**src/rtl/cpu_ahb_master_if.sv**
```systemverilog
// Core-side request/response port plus AHB master bus for cpu_ahb_master.
// The master modport is the bus master's view; slave is the far side.
interface cpu_ahb_master_if;
    logic        req_valid_i;
    logic        req_ready_o;
    logic        req_write_i;
    logic [31:0] req_addr_i;
    logic [2:0]  req_size_i;
    logic [31:0] req_wdata_i;
    logic        rsp_valid_o;
    logic [31:0] rsp_rdata_o;
    logic [1:0]  rsp_code_o;
    logic [31:0] HADDR_o;
    logic [1:0]  HTRANS_o;
    logic        HWRITE_o;
    logic [2:0]  HSIZE_o;
    logic [2:0]  HBURST_o;
    logic [31:0] HWDATA_o;
    logic [31:0] HRDATA_i;
    logic        HREADY_i;
    logic [1:0]  HRESP_i;

    modport master (
        input  req_valid_i, req_write_i, req_addr_i,
        input  req_size_i, req_wdata_i,
        input  HRDATA_i, HREADY_i, HRESP_i,
        output req_ready_o,
        output rsp_valid_o, rsp_rdata_o, rsp_code_o,
        output HADDR_o, HTRANS_o, HWRITE_o,
        output HSIZE_o, HBURST_o, HWDATA_o
    );

    modport slave (
        output req_valid_i, req_write_i, req_addr_i,
        output req_size_i, req_wdata_i,
        output HRDATA_i, HREADY_i, HRESP_i,
        input  req_ready_o,
        input  rsp_valid_o, rsp_rdata_o, rsp_code_o,
        input  HADDR_o, HTRANS_o, HWRITE_o,
        input  HSIZE_o, HBURST_o, HWDATA_o
    );
endinterface

```
**src/rtl/cpu_ahb_master.sv**
```systemverilog
// Single-outstanding AHB master: core load/store requests to AHB SINGLE
// transfers with wait states, two-cycle responses, retries and a timeout.
module cpu_ahb_master #(
    parameter int unsigned TIMEOUT_CYCLES = 16,
    parameter int unsigned MAX_RETRY      = 3
) (
    input logic              clk_i,
    input logic              rst_i,
    cpu_ahb_master_if.master bus
);
    localparam int unsigned TW = $clog2(TIMEOUT_CYCLES + 2);

    localparam logic [1:0] HTRANS_IDLE   = 2'b00;
    localparam logic [1:0] HTRANS_NONSEQ = 2'b10;
    localparam logic [1:0] HRESP_OKAY    = 2'b00;
    localparam logic [1:0] HRESP_ERROR   = 2'b01;

    localparam logic [1:0] RSP_OK     = 2'b00;
    localparam logic [1:0] RSP_BUSERR = 2'b01;
    localparam logic [1:0] RSP_ALIGN  = 2'b10;
    localparam logic [1:0] RSP_TMO    = 2'b11;

    typedef enum logic [2:0] {
        S_IDLE,
        S_ADDR,
        S_DATA,
        S_RESP2,
        S_ABORT
    } state_e;

    state_e      state_q, state_d;
    logic [31:0] addr_q, addr_d;
    logic [31:0] wdata_q, wdata_d;
    logic [2:0]  size_q, size_d;
    logic        write_q, write_d;
    logic [1:0]  hresp_q, hresp_d;
    logic [2:0]  retry_q, retry_d;
    logic [TW-1:0] tmo_q, tmo_d;
    logic        rsp_valid_q, rsp_valid_d;
    logic [31:0] rsp_rdata_q, rsp_rdata_d;
    logic [1:0]  rsp_code_q, rsp_code_d;

    logic          ready;
    logic          req_fire;
    logic          req_bad;
    logic [TW-1:0] tmo_inc;
    logic          tmo_hit;
    logic [2:0]    retry_inc;
    logic          retry_ok;

    assign ready    = (state_q == S_IDLE) && !rst_i;
    assign req_fire = bus.req_valid_i && ready;

    always_comb begin
        req_bad = 1'b0;
        if (bus.req_size_i > 3'd2) begin
            req_bad = 1'b1;
        end else if (bus.req_size_i == 3'd1) begin
            req_bad = bus.req_addr_i[0];
        end else if (bus.req_size_i == 3'd2) begin
            req_bad = |bus.req_addr_i[1:0];
        end
    end

    // A zero TIMEOUT_CYCLES never matches, so the counter just free-runs.
    assign tmo_inc = tmo_q + 1'b1;
    assign tmo_hit = (TIMEOUT_CYCLES != 0) &&
                     (tmo_inc == TW'(TIMEOUT_CYCLES));

    assign retry_inc = (retry_q == 3'd7) ? 3'd7 : retry_q + 3'd1;
    assign retry_ok  = 32'(retry_inc) <= MAX_RETRY;

    always_comb begin
        state_d     = state_q;
        addr_d      = addr_q;
        wdata_d     = wdata_q;
        size_d      = size_q;
        write_d     = write_q;
        hresp_d     = hresp_q;
        retry_d     = retry_q;
        tmo_d       = tmo_q;
        rsp_valid_d = 1'b0;
        rsp_rdata_d = 32'h0;
        rsp_code_d  = RSP_OK;

        unique case (state_q)
            S_IDLE: begin
                if (req_fire) begin
                    if (req_bad) begin
                        rsp_valid_d = 1'b1;
                        rsp_code_d  = RSP_ALIGN;
                    end else begin
                        addr_d  = bus.req_addr_i;
                        wdata_d = bus.req_wdata_i;
                        size_d  = bus.req_size_i;
                        write_d = bus.req_write_i;
                        retry_d = 3'd0;
                        tmo_d   = '0;
                        state_d = S_ADDR;
                    end
                end
            end
            S_ADDR: begin
                if (bus.HREADY_i) begin
                    tmo_d   = '0;
                    state_d = S_DATA;
                end else begin
                    tmo_d = tmo_inc;
                    if (tmo_hit) state_d = S_ABORT;
                end
            end
            S_DATA: begin
                if (bus.HREADY_i) begin
                    tmo_d       = '0;
                    state_d     = S_IDLE;
                    rsp_valid_d = 1'b1;
                    // HREADY high with a non-OKAY code is a slave fault.
                    if (bus.HRESP_i == HRESP_OKAY) begin
                        if (!write_q) rsp_rdata_d = bus.HRDATA_i;
                    end else begin
                        rsp_code_d = RSP_BUSERR;
                    end
                end else if (bus.HRESP_i != HRESP_OKAY) begin
                    hresp_d = bus.HRESP_i;
                    state_d = S_RESP2;
                end else begin
                    tmo_d = tmo_inc;
                    if (tmo_hit) state_d = S_ABORT;
                end
            end
            S_RESP2: begin
                if (bus.HREADY_i) begin
                    tmo_d = '0;
                    if (hresp_q == HRESP_ERROR) begin
                        state_d     = S_IDLE;
                        rsp_valid_d = 1'b1;
                        rsp_code_d  = RSP_BUSERR;
                    end else begin
                        retry_d = retry_inc;
                        if (retry_ok) begin
                            state_d = S_ADDR;
                        end else begin
                            state_d     = S_IDLE;
                            rsp_valid_d = 1'b1;
                            rsp_code_d  = RSP_BUSERR;
                        end
                    end
                end
            end
            S_ABORT: begin
                tmo_d       = '0;
                state_d     = S_IDLE;
                rsp_valid_d = 1'b1;
                rsp_code_d  = RSP_TMO;
            end
            default: begin
                state_d = S_IDLE;
            end
        endcase
    end

    always_ff @(posedge clk_i) begin
        if (rst_i) begin
            state_q     <= S_IDLE;
            addr_q      <= 32'h0;
            wdata_q     <= 32'h0;
            size_q      <= 3'd0;
            write_q     <= 1'b0;
            hresp_q     <= 2'b00;
            retry_q     <= 3'd0;
            tmo_q       <= '0;
            rsp_valid_q <= 1'b0;
            rsp_rdata_q <= 32'h0;
            rsp_code_q  <= 2'b00;
        end else begin
            state_q     <= state_d;
            addr_q      <= addr_d;
            wdata_q     <= wdata_d;
            size_q      <= size_d;
            write_q     <= write_d;
            hresp_q     <= hresp_d;
            retry_q     <= retry_d;
            tmo_q       <= tmo_d;
            rsp_valid_q <= rsp_valid_d;
            rsp_rdata_q <= rsp_rdata_d;
            rsp_code_q  <= rsp_code_d;
        end
    end

    assign bus.req_ready_o = ready;
    assign bus.rsp_valid_o = rsp_valid_q;
    assign bus.rsp_rdata_o = rsp_rdata_q;
    assign bus.rsp_code_o  = rsp_code_q;

    assign bus.HTRANS_o = (state_q == S_ADDR) ? HTRANS_NONSEQ : HTRANS_IDLE;
    assign bus.HADDR_o  = addr_q;
    assign bus.HWRITE_o = write_q;
    assign bus.HSIZE_o  = size_q;
    assign bus.HBURST_o = 3'b000;
    assign bus.HWDATA_o = wdata_q;
endmodule

```
**src/flat_wrapper.sv**
```systemverilog
// flat-port wrapper written by rule: the top's interface ports become plain ports
module cpu_ahb_master_flat 
#(
    parameter int unsigned TIMEOUT_CYCLES = 16,
    parameter int unsigned MAX_RETRY      = 3
)
  (clk_i, rst_i, bus_req_valid_i, bus_req_write_i, bus_req_addr_i, bus_req_size_i, bus_req_wdata_i, bus_HRDATA_i, bus_HREADY_i, bus_HRESP_i, bus_req_ready_o, bus_rsp_valid_o, bus_rsp_rdata_o, bus_rsp_code_o, bus_HADDR_o, bus_HTRANS_o, bus_HWRITE_o, bus_HSIZE_o, bus_HBURST_o, bus_HWDATA_o);
  cpu_ahb_master_if bus_i ();
  input logic clk_i;
  input logic rst_i;
  input wire logic [$bits(bus_i.req_valid_i)-1:0] bus_req_valid_i;
  input wire logic [$bits(bus_i.req_write_i)-1:0] bus_req_write_i;
  input wire logic [$bits(bus_i.req_addr_i)-1:0] bus_req_addr_i;
  input wire logic [$bits(bus_i.req_size_i)-1:0] bus_req_size_i;
  input wire logic [$bits(bus_i.req_wdata_i)-1:0] bus_req_wdata_i;
  input wire logic [$bits(bus_i.HRDATA_i)-1:0] bus_HRDATA_i;
  input wire logic [$bits(bus_i.HREADY_i)-1:0] bus_HREADY_i;
  input wire logic [$bits(bus_i.HRESP_i)-1:0] bus_HRESP_i;
  output wire logic [$bits(bus_i.req_ready_o)-1:0] bus_req_ready_o;
  output wire logic [$bits(bus_i.rsp_valid_o)-1:0] bus_rsp_valid_o;
  output wire logic [$bits(bus_i.rsp_rdata_o)-1:0] bus_rsp_rdata_o;
  output wire logic [$bits(bus_i.rsp_code_o)-1:0] bus_rsp_code_o;
  output wire logic [$bits(bus_i.HADDR_o)-1:0] bus_HADDR_o;
  output wire logic [$bits(bus_i.HTRANS_o)-1:0] bus_HTRANS_o;
  output wire logic [$bits(bus_i.HWRITE_o)-1:0] bus_HWRITE_o;
  output wire logic [$bits(bus_i.HSIZE_o)-1:0] bus_HSIZE_o;
  output wire logic [$bits(bus_i.HBURST_o)-1:0] bus_HBURST_o;
  output wire logic [$bits(bus_i.HWDATA_o)-1:0] bus_HWDATA_o;
  assign bus_i.req_valid_i = bus_req_valid_i;
  assign bus_i.req_write_i = bus_req_write_i;
  assign bus_i.req_addr_i = bus_req_addr_i;
  assign bus_i.req_size_i = bus_req_size_i;
  assign bus_i.req_wdata_i = bus_req_wdata_i;
  assign bus_i.HRDATA_i = bus_HRDATA_i;
  assign bus_i.HREADY_i = bus_HREADY_i;
  assign bus_i.HRESP_i = bus_HRESP_i;
  assign bus_req_ready_o = bus_i.req_ready_o;
  assign bus_rsp_valid_o = bus_i.rsp_valid_o;
  assign bus_rsp_rdata_o = bus_i.rsp_rdata_o;
  assign bus_rsp_code_o = bus_i.rsp_code_o;
  assign bus_HADDR_o = bus_i.HADDR_o;
  assign bus_HTRANS_o = bus_i.HTRANS_o;
  assign bus_HWRITE_o = bus_i.HWRITE_o;
  assign bus_HSIZE_o = bus_i.HSIZE_o;
  assign bus_HBURST_o = bus_i.HBURST_o;
  assign bus_HWDATA_o = bus_i.HWDATA_o;
  cpu_ahb_master #(.TIMEOUT_CYCLES(TIMEOUT_CYCLES), .MAX_RETRY(MAX_RETRY)) u_core (.clk_i(clk_i), .rst_i(rst_i), .bus(bus_i));
endmodule
```
**config.mk**
```make
export PLATFORM = sky130hd
export DESIGN_NAME = cpu_ahb_master_flat
export DESIGN_NICKNAME = d
export VERILOG_FILES = /design/src/rtl/cpu_ahb_master_if.sv /design/src/rtl/cpu_ahb_master.sv /design/src/flat_wrapper.sv
export SDC_FILE = /design/constraint.sdc
export NUM_CORES = 1
export LEC_CHECK = 0
export ABC_AREA = 1
export CAP_MARGIN = 20
export CORE_MARGIN = 8
export CORE_UTILIZATION = 30
export CTS_CLUSTER_DIAMETER = 200
export DETAILED_ROUTE_END_ITERATION = 10
export GPL_TIMING_DRIVEN = 0
export HOLD_SLACK_MARGIN = 0.08
export SLEW_MARGIN = 15
export SYNTH_ARGS = -nofsm -noshare
export SYNTH_HDL_FRONTEND = slang
export SYNTH_SLANG_ARGS = --single-unit
```
**constraint.sdc**
```tcl
create_clock -name clk_i -period 2.44 [get_ports clk_i]
set_input_delay 0.366 -clock clk_i [delete_from_list [all_inputs] [get_ports clk_i]]
set_output_delay 0.366 -clock clk_i [all_outputs]
set_load 0.005 [all_outputs]
```
# ---- Word level (Yosys, flattened, before mapping)
# Cells that the tools add are included.
dict set report word_totals {
  word_cells 90
  out_inout_bits 109
  inputBits 106
  ff_bits 116
}
dict set report classes {
  n_mux 42
  add_sub_neg 2
  bitwise 4
  order_cmp 2
  reduce_logical 15
  eq_ne 14
}
# cell count
set ops {}
lappend ops {{$mux W3} 13}
lappend ops {{$mux W5} 6}
lappend ops {{$pmux W5 S5} 1}
lappend ops {{$mux W1} 12}
lappend ops {{$mux W2} 6}
lappend ops {{$pmux W3 S4} 1}
lappend ops {{$reduce_and A5 Y1} 2}
lappend ops {{$eq A3 B2 Y1 const B} 3}
lappend ops {{$reduce_and A3 Y1} 3}
lappend ops {{$pmux W2 S4} 1}
lappend ops {{$eq A3 B1 Y1 const B} 2}
lappend ops {{$eq A3 B3 Y1 const B} 2}
lappend ops {{$ne A2 B2 Y1 const B} 3}
lappend ops {{$pmux W3 S2} 1}
lappend ops {{$add A5 B1 Y5 const B} 1}
lappend ops {{$eq A5 B5 Y1 const B} 1}
lappend ops {{$reduce_bool A5 Y1} 1}
lappend ops {{$reduce_or A5 Y1} 1}
lappend ops {{$not A1 Y1} 4}
lappend ops {{$pmux W1 S4} 1}
lappend ops {{$reduce_bool A2 Y1} 2}
lappend ops {{$add A3 B1 Y3 const B} 1}
lappend ops {{$gt A3 B2 Y1 const B} 1}
lappend ops {{$le A3 B2 Y1 const B} 1}
lappend ops {{8 further kinds} 9}

# ---- Depth between registers and ports, before layout
# Gate-level depths: netlist of run 1.
dict set report depth {
  ltp_word 7
  depth_mapped 11
  depth_no_buf 11
}

# ---- Worst setup path after synthesis of run 1
# OpenSTA, ideal clock, no wires.
dict set report synth_timing {
  path_kind {input -> register}
  startpoint {in bus_req_addr_i[0]}
  endpoint {reg u_core.addr_q[29] (netlist: u_core.bus.HADDR_o[29])}
  slack_ps 954
  required_time_ps 2324
  setup_time_ps 116
  arrival_ps 1370
  stages 9
  n_path_buf 2
  cell_sequence {or2_0 o21ai_2 nand2_2 nor2_8 inv_2 buf_6 buf_6 nor2_1 nor2_1}
}
dict set report synth_via {
  elab_chain_len 6
}
# item line
set synth_rtl {}
lappend synth_rtl {{start: declaration} flat_wrapper.sv:13} ;# input wire logic [$bits(bus_i.req_addr_i)-1:0] bus_req_addr_i;
lappend synth_rtl {{$reduce_or A2 Y1} cpu_ahb_master.sv:61} ;# req_bad = |bus.req_addr_i[1:0];
lappend synth_rtl {{$mux W1} cpu_ahb_master.sv:60} ;# end else if (bus.req_size_i == 3'd2) begin
lappend synth_rtl {{$mux W1 (*)} cpu_ahb_master.sv:58} ;# end else if (bus.req_size_i == 3'd1) begin
lappend synth_rtl {{$mux W1 (*)} cpu_ahb_master.sv:56} ;# if (bus.req_size_i > 3'd2) begin
lappend synth_rtl {{$not A1 Y1 (no line) (*)} --}
lappend synth_rtl {{$reduce_and A3 Y1 (no line) (*)} --}
lappend synth_rtl {{end signal: assignment} cpu_ahb_master.sv:177} ;# addr_q <= addr_d;
lappend synth_rtl {{end: declaration} cpu_ahb_master.sv:32} ;# logic [31:0] addr_q, addr_d;
# Mark *: on every way between the ends. The rest lies on a longest branch, timed or not.
# A chain may end at the register's enable or synchronous reset.

# ---- Worst setup path in the final report of run 1
dict set report layout_timing {
  startpoint {reg u_core.state_q[0]}
  endpoint {out bus_req_ready_o}
}
dict set report layout_via {
  elab_chain_len 2
}
# item line
set layout_rtl {}
lappend layout_rtl {{start: declaration} cpu_ahb_master.sv:31} ;# state_e state_q, state_d;
lappend layout_rtl {{start signal: assignment} cpu_ahb_master.sv:176} ;# state_q <= state_d;
lappend layout_rtl {{$logic_not A3 Y1} cpu_ahb_master.sv:51} ;# assign ready = (state_q == S_IDLE) && !rst_i;
lappend layout_rtl {{$logic_and A1 B1 Y1} cpu_ahb_master.sv:51}
lappend layout_rtl {{end: declaration} flat_wrapper.sv:19} ;# output wire logic [$bits(bus_i.req_ready_o)-1:0] bus_req_ready_o;
# No other way between the ends.

==> results.json, run 1 <==
{
  "switching_share": 0.211,
  "finalSetupViolCount": 0,
  "pwr-share-comb": 0.093,
  "crit_path_top_delay_cell": "clkdlybuf4s50_1",
  "fin_ws_ps": 406,
  "clkTransAtPathRegs_ps": 50,
  "synth_cell_type_count": 30,
  "postCtsResizedCells": 0,
  "synth_area_mm2": 0.00426,
  "die_w_um": 135,
  "grt_overflow": 0,
  "relSlewSlack": 0.646,
  "initial_utilization": 0.307,
  "synth_top_cell_by_area": "dfxtp_1",
  "critPathCaptureType": "primary output",
  "crit_arrival_ps": 1670,
  "diodes": 0,
  "globalplace.congestion": 0.775,
  "root_buffer": "clkbuf_16",
  "grt_pass1_wl_mm": 22.5,
  "vias_per_cell": 4.33,
  "synth_top_area_share": 0.545,
  "powerDensity_mw_per_mm2": 667,
  "cts_buffers": 17,
  "period_share": 0.834,
  "drive_above_1_share": 0.0719,
  "hold_ws_ps": 446,
  "yosysWarningCount": 0,
  "htreeDepth": 4,
  "synthFlopType": "dfxtp_1",
  "synthCells": 550,
  "outcome": "completed",
  "ant_nets": 0,
  "hold_viol": 0,
  "async_reset_ff_frac": 0,
  "timing.fmax_mhz": 492,
  "crit_path_max_incr_delay_ps": 520,
  "critPathBufInv": 1,
  "cts.sinks": 116,
  "synth-edff-count": 0,
  "row_count": 43,
  "cts_setup_buffers": 0,
  "path_cells": "nor2_2, nand2_2, nor2_4, clkdlybuf4s50_1",
  "final_cell_mix": "210 x clkdlybuf4s50_1, 192 x nor2_1, 116 x dfxtp_1",
  "critical_path_class": "reg2out",
  "fin_crit_ps": 2030,
  "rsz0062_at_grt": "no",
  "drc": 0,
  "hold_class": "reg2reg",
  "cts_tree": "done",
  "vias": 4217,
  "power.net_switching_mw": 1.01,
  "syn2layout_area_growth_pct": 68.2,
  "antenna_found_initial": 0,
  "start_kind": "flip-flop",
  "die_y_um": 135,
  "cp_max_fo": 6,
  "ios": 215,
  "nets": 890,
  "min_path_cells": 2,
  "final_common_cell": "clkdlybuf4s50_1",
  "drtIter0Drc": 176,
  "clockBufferDepth": 2,
  "grt_max_degree": 17,
  "pwr-share-seq": 0.414,
  "cap_violations": 0,
  "cp_top_family": "buffers and inverters",
  "ir_worst_vdd_mv": 0.414,
  "die_area_mm2": 0.0183,
  "numPortBuffers": 210,
  "ys_seq_elements": 116,
  "final_max_slew_viol_count": 0,
  "place_hpwl_mm": 11.3,
  "fillers": 1335,
  "core_mm2": 0.0139,
  "ys_seq_area_frac": 0.545,
  "worst-slew-pin-transition_ps": 530,
  "avgSynthCellArea_um2": 7.74,
  "grt_use_total": 0.158,
  "clkLatencyLatePin_ps": 400,
  "drt_pass1_iterations": 4,
  "finClkSkew_ps": 5.95,
  "cp.depth": 4,
  "r2r_cells": 10,
  "crit_required_ps": 2070,
  "netlist_top_cells_area": "dfxtp_1 55%, nor2_1 17%, o21ai_0 6.2%, inv_1 4.8%, nand2_1 3.1%",
  "holdBufCountCts": 0,
  "wl_per_cell_um": 14.8,
  "grt_pass1_vias": 4316,
  "clock_power_share": 0.493,
  "tns_ps": 0,
  "drt_wl_total_mm": 14.4,
  "cellLeakagePower_nw": 3.14,
  "internal-power_mw": 3.77,
  "dpl_worst_slack_ps": 150
}
tightest hold or removal path, cell delays in order, from the launching register on:
cell and delay [ps]:
dfxtp_1 310, nand2_1 60, nor2_1 40
Yosys cell counts, types with 2 or more instances:
master	number
nor2_2	2
or2_0	2
inv_1	54
nand4_1	3
nor2_4	2
o21ai_0	53
nand2_2	4
nor3_1	3
buf_2	3
o21ai_1	20
clkbuf_1	14
a21oi_1	9
nand2_1	35
buf_6	7
nand3_1	12
nor2_1	192
dfxtp_1	116
ha_1	2
buf_4	5
inv_2	2
final cells by class:
class | count | area (um2) | share of cell area
well taps | 180 | 225 | 0.0314
repair buffers | 210 | 2100 | 0.294
multi-input cells | 351 | 1550 | 0.216
plain buffers | 30 | 189 | 0.0264
inverters | 56 | 210 | 0.0294
clock buffers | 26 | 519 | 0.0725
clock inverters | 4 | 45.0 | 0.00629
flip-flops and latches | 116 | 2320 | 0.324
through the flow:
stage,cells,util,power [mW],instance area (um2)
after detailed placement,943,0.475,2.46,6600
after CTS,973,0.516,4.84,7160
after floorplan,553,-,2.16,4270
after global placement,943,0.475,2.45,6600
after global routing,973,0.516,4.99,7160
final,973,0.516,4.78,7160
sequential cells by signal (all words and copies together) (netlist names):
register	count
u_core.bus.HWRITE_o	1
u_core.bus.rsp_code_o	2
u_core.hresp_q	2
u_core.bus.rsp_rdata_o	32
u_core.bus.HWDATA_o	32
u_core.state_q	3
u_core.bus.HSIZE_o	3
u_core.bus.rsp_valid_o	1
u_core.tmo_q	5
u_core.retry_q	3
u_core.bus.HADDR_o	32
kinds of logic (layout without fill, tap and decap cells):
| logic type | count (synthesis) | after routing | share of synthesized area |
|---|---|---|---|
| flops | 116 | 116 | 0.545 |
| buf+inv | 86 | 326 | 0.0937 |
| other cells | 1 | 4 | 0.000880 |
| simple gates | 257 | 257 | 0.246 |
| compound gates | 88 | 88 | 0.108 |
| fa+ha+maj | 2 | 2 | 0.00587 |
final timing paths:
path / start / endpoint / slack, ps
hold / removal: u_core.bus.HSIZE_o[2]$_SDFFE_PP0P_ / u_core.bus.HSIZE_o[2]$_SDFFE_PP0P_ / 450
setup / recovery: u_core.state_q[0]$_SDFFE_PP0P_ / bus_req_ready_o / 410
hold reg to reg: u_core.bus.HSIZE_o[2]$_SDFFE_PP0P_ / u_core.bus.HSIZE_o[2]$_SDFFE_PP0P_ / 450
setup reg to reg: u_core.state_q[0]$_SDFFE_PP0P_ / u_core.bus.HWDATA_o[9]$_SDFFE_PP0P_ / 760
power by group through the flow:
stage	logic, mW	registers [mW]	clock network (mW)
after floorplan	0.141	2.01	0
after global placement	0.443	2.01	0
after detailed placement	0.449	2.01	0
after CTS	0.451	1.98	2.41
after global routing	0.490	1.98	2.52
final	0.446	1.98	2.36
per-layer routing:
metal,vias up,share of wire,global-route usage
li1,2169,-,-
met2,115,0.52,0.271
met4,0,0.021,0.0722
met3,16,0.072,0.0623
met5,-,0,0
met1,1917,0.39,0.169
(Power assumes the default switching activity.)
==> run 2, diff against run 1 <==
Clock period 2.44 ns to 2 ns, I/O delays scaled along.
==> run 2 against run 1 <==
Routed wire length about the same. Flip-flop and latch count unchanged. Critical path depth unchanged. Cell area about the same. Power up 22%. Setup slack worse by 330 ps. First-iteration DRC count down 0.57%. Critical path type unchanged.
==> results.json, run 2 (same netlist as run 1, synthesis figures left out) <==
{
  "outcome": "completed",
  "powerDensity_mw_per_mm2": 814,
  "drive_above_1_share": 0.0731,
  "initial_utilization": 0.307,
  "final_max_slew_viol_count": 0,
  "hold_class": "in2reg",
  "grt_max_degree": 17,
  "cts_tree": "done",
  "rrSetupSlack_ps": 350,
  "critPathBufInv": 1,
  "drt_pass1_iterations": 4,
  "multi_input_area_mm2": 0.00155,
  "stdcell_count": 973,
  "place_hpwl_mm": 11.3,
  "cap_violations": 0,
  "cts_setup_buffers": 0,
  "nets": 890,
  "critPathCaptureType": "primary output",
  "crit_required_ps": 1700,
  "rsz0062_at_grt": "no",
  "path_cells": "nor2_2, nand2_2, nor2_4, clkdlybuf4s50_1",
  "cts_buffers": 17,
  "core_mm2": 0.0139,
  "grt_use_total": 0.158,
  "final_cell_mix": "210 x clkdlybuf4s50_1, 192 x nor2_1, 115 x dfxtp_1",
  "cts.sinks": 116,
  "ios": 215,
  "timing.fmax_mhz": 521,
  "syn2layout_area_growth_pct": 68.2,
  "drtIter0Drc": 175,
  "die_y_um": 135,
  "fin_ws_ps": 79.7,
  "fin_crit_ps": 1920,
  "crit_path_top_delay_cell": "clkdlybuf4s50_1",
  "period_share": 0.960,
  "fillers": 1337,
  "die_area_mm2": 0.0183,
  "fin_util": 0.516,
  "crit_arrival_ps": 1620,
  "drt_wl_total_mm": 14.4,
  "clockBufferDepth": 2,
  "ir_worst_vdd_mv": 0.505,
  "die_w_um": 135,
  "vias": 4227,
  "row_count": 43,
  "finalPower_mw": 5.83,
  "cellLeakagePower_nw": 3.14,
  "root_buffer": "clkbuf_16",
  "vias_per_cell": 4.34,
  "antenna_found_initial": 0,
  "cp_top_family": "buffers and inverters",
  "ant_nets": 0,
  "seq_area_mm2": 0.00232,
  "finalSetupViolCount": 0,
  "crit_path_max_incr_delay_ps": 520,
  "grt_pass1_wl_mm": 22.5,
  "diodes": 0,
  "start_kind": "flip-flop",
  "htreeDepth": 4,
  "grt_overflow": 0,
  "clkLatencyLatePin_ps": 400,
  "critical_path_class": "reg2out",
  "hold_viol": 0,
  "finClkSkew_ps": 6.71,
  "grt_pass1_vias": 4316,
  "wl_per_cell_um": 14.8,
  "globalplace.congestion": 0.775,
  "dpl_worst_slack_ps": -224,
  "clkTransAtPathRegs_ps": 50,
  "cp_max_fo": 6,
  "drc": 0,
  "numPortBuffers": 210,
  "placedCellCount": 943,
  "final_common_cell": "clkdlybuf4s50_1"
}
run 2: final cells by class:
type / instances / share of cell area
sequential: 116 / 0.324
timing repair buffer: 210 / 0.293
multi-input combinational: 351 / 0.216
clock buffer: 26 / 0.0725
tap: 180 / 0.0314
inverter: 56 / 0.0293
buffer: 30 / 0.0264
clock inverter: 4 / 0.00629
run 2: per-layer routing:
metal | GRT usage | up-vias | routed length (um)
met2 | 0.271 | 118 | 7440
met1 | 0.169 | 1925 | 5590
met5 | 0 | - | 0
li1 | - | 2168 | -
met3 | 0.0623 | 16 | 1040
met4 | 0.0722 | 0 | 301
run 2: tightest hold or removal path, stage by stage:
cell and delay (ps):
clkdlybuf4s50_1 390, inv_1 50, nor2_1 30
run 2: worst paths after layout:
kind	start	depth (start not counted)	end
max	u_core.state_q[0]$_SDFFE_PP0P_	4	bus_req_ready_o
min	bus_HRDATA_i[14]	3	u_core.bus.rsp_rdata_o[14]$_SDFF_PP0_
max reg2reg	u_core.state_q[1]$_SDFFE_PP0P_	9	u_core.tmo_q[0]$_SDFFE_PP0P_
min reg2reg	u_core.bus.HSIZE_o[2]$_SDFFE_PP0P_	2	u_core.bus.HSIZE_o[2]$_SDFFE_PP0P_
run 2: report_power, final:
part	switching (mW)	internal [mW]	total (mW)
Clock	0.989	1.89	2.87
Sequential	0.0363	2.38	2.41
Combinational	0.205	0.338	0.544
Total	1.23	4.60	5.83
run 2: what timing repair did:
action,4_1_cts,5_1_grt
pin swaps,1,0
hold buffers,0,0
endpoints found under the setup margin,1,1
gates resized for setup,0,1
run 2: through the flow:
step           area (um2)  TNS (ps)  hold slack (ps)
5_1_grt              7160         0              402
3_3_place_gp         6600    -12690              438
2_1_floorplan        4270         0              412
4_1_cts              7160         0              396
6_report             7160         0              418
3_5_place_dp         6600    -14720              445
==> run 3, diff against run 2 <==
==> constraint.sdc (replaced) <==
create_clock -name clk_i -period 2 [get_ports clk_i]
set_input_delay 0.2 -clock clk_i [delete_from_list [all_inputs] [get_ports clk_i]]
set_output_delay 0.2 -clock clk_i [all_outputs]
set_load 0.005 [all_outputs]
==> results of run 3 <==
Same layout as run 1 (identical final DEF). Status: completed.
Among the figures that moved: setup slack after placement 150 ps -> -124 ps; setup slack after layout 406 ps -> 132 ps; hold slack 446 ps -> 317 ps; register-to-register setup slack 760 ps -> 320 ps; end point of the worst hold path u_core.bus.HSIZE_o[2]$_SDFFE_PP0P_ -> u_core.bus.rsp_rdata_o[14]$_SDFF_PP0_; total power 4.78 mW -> 5.83 mW; worst IR drop on VDD 0.414 mV -> 0.505 mV
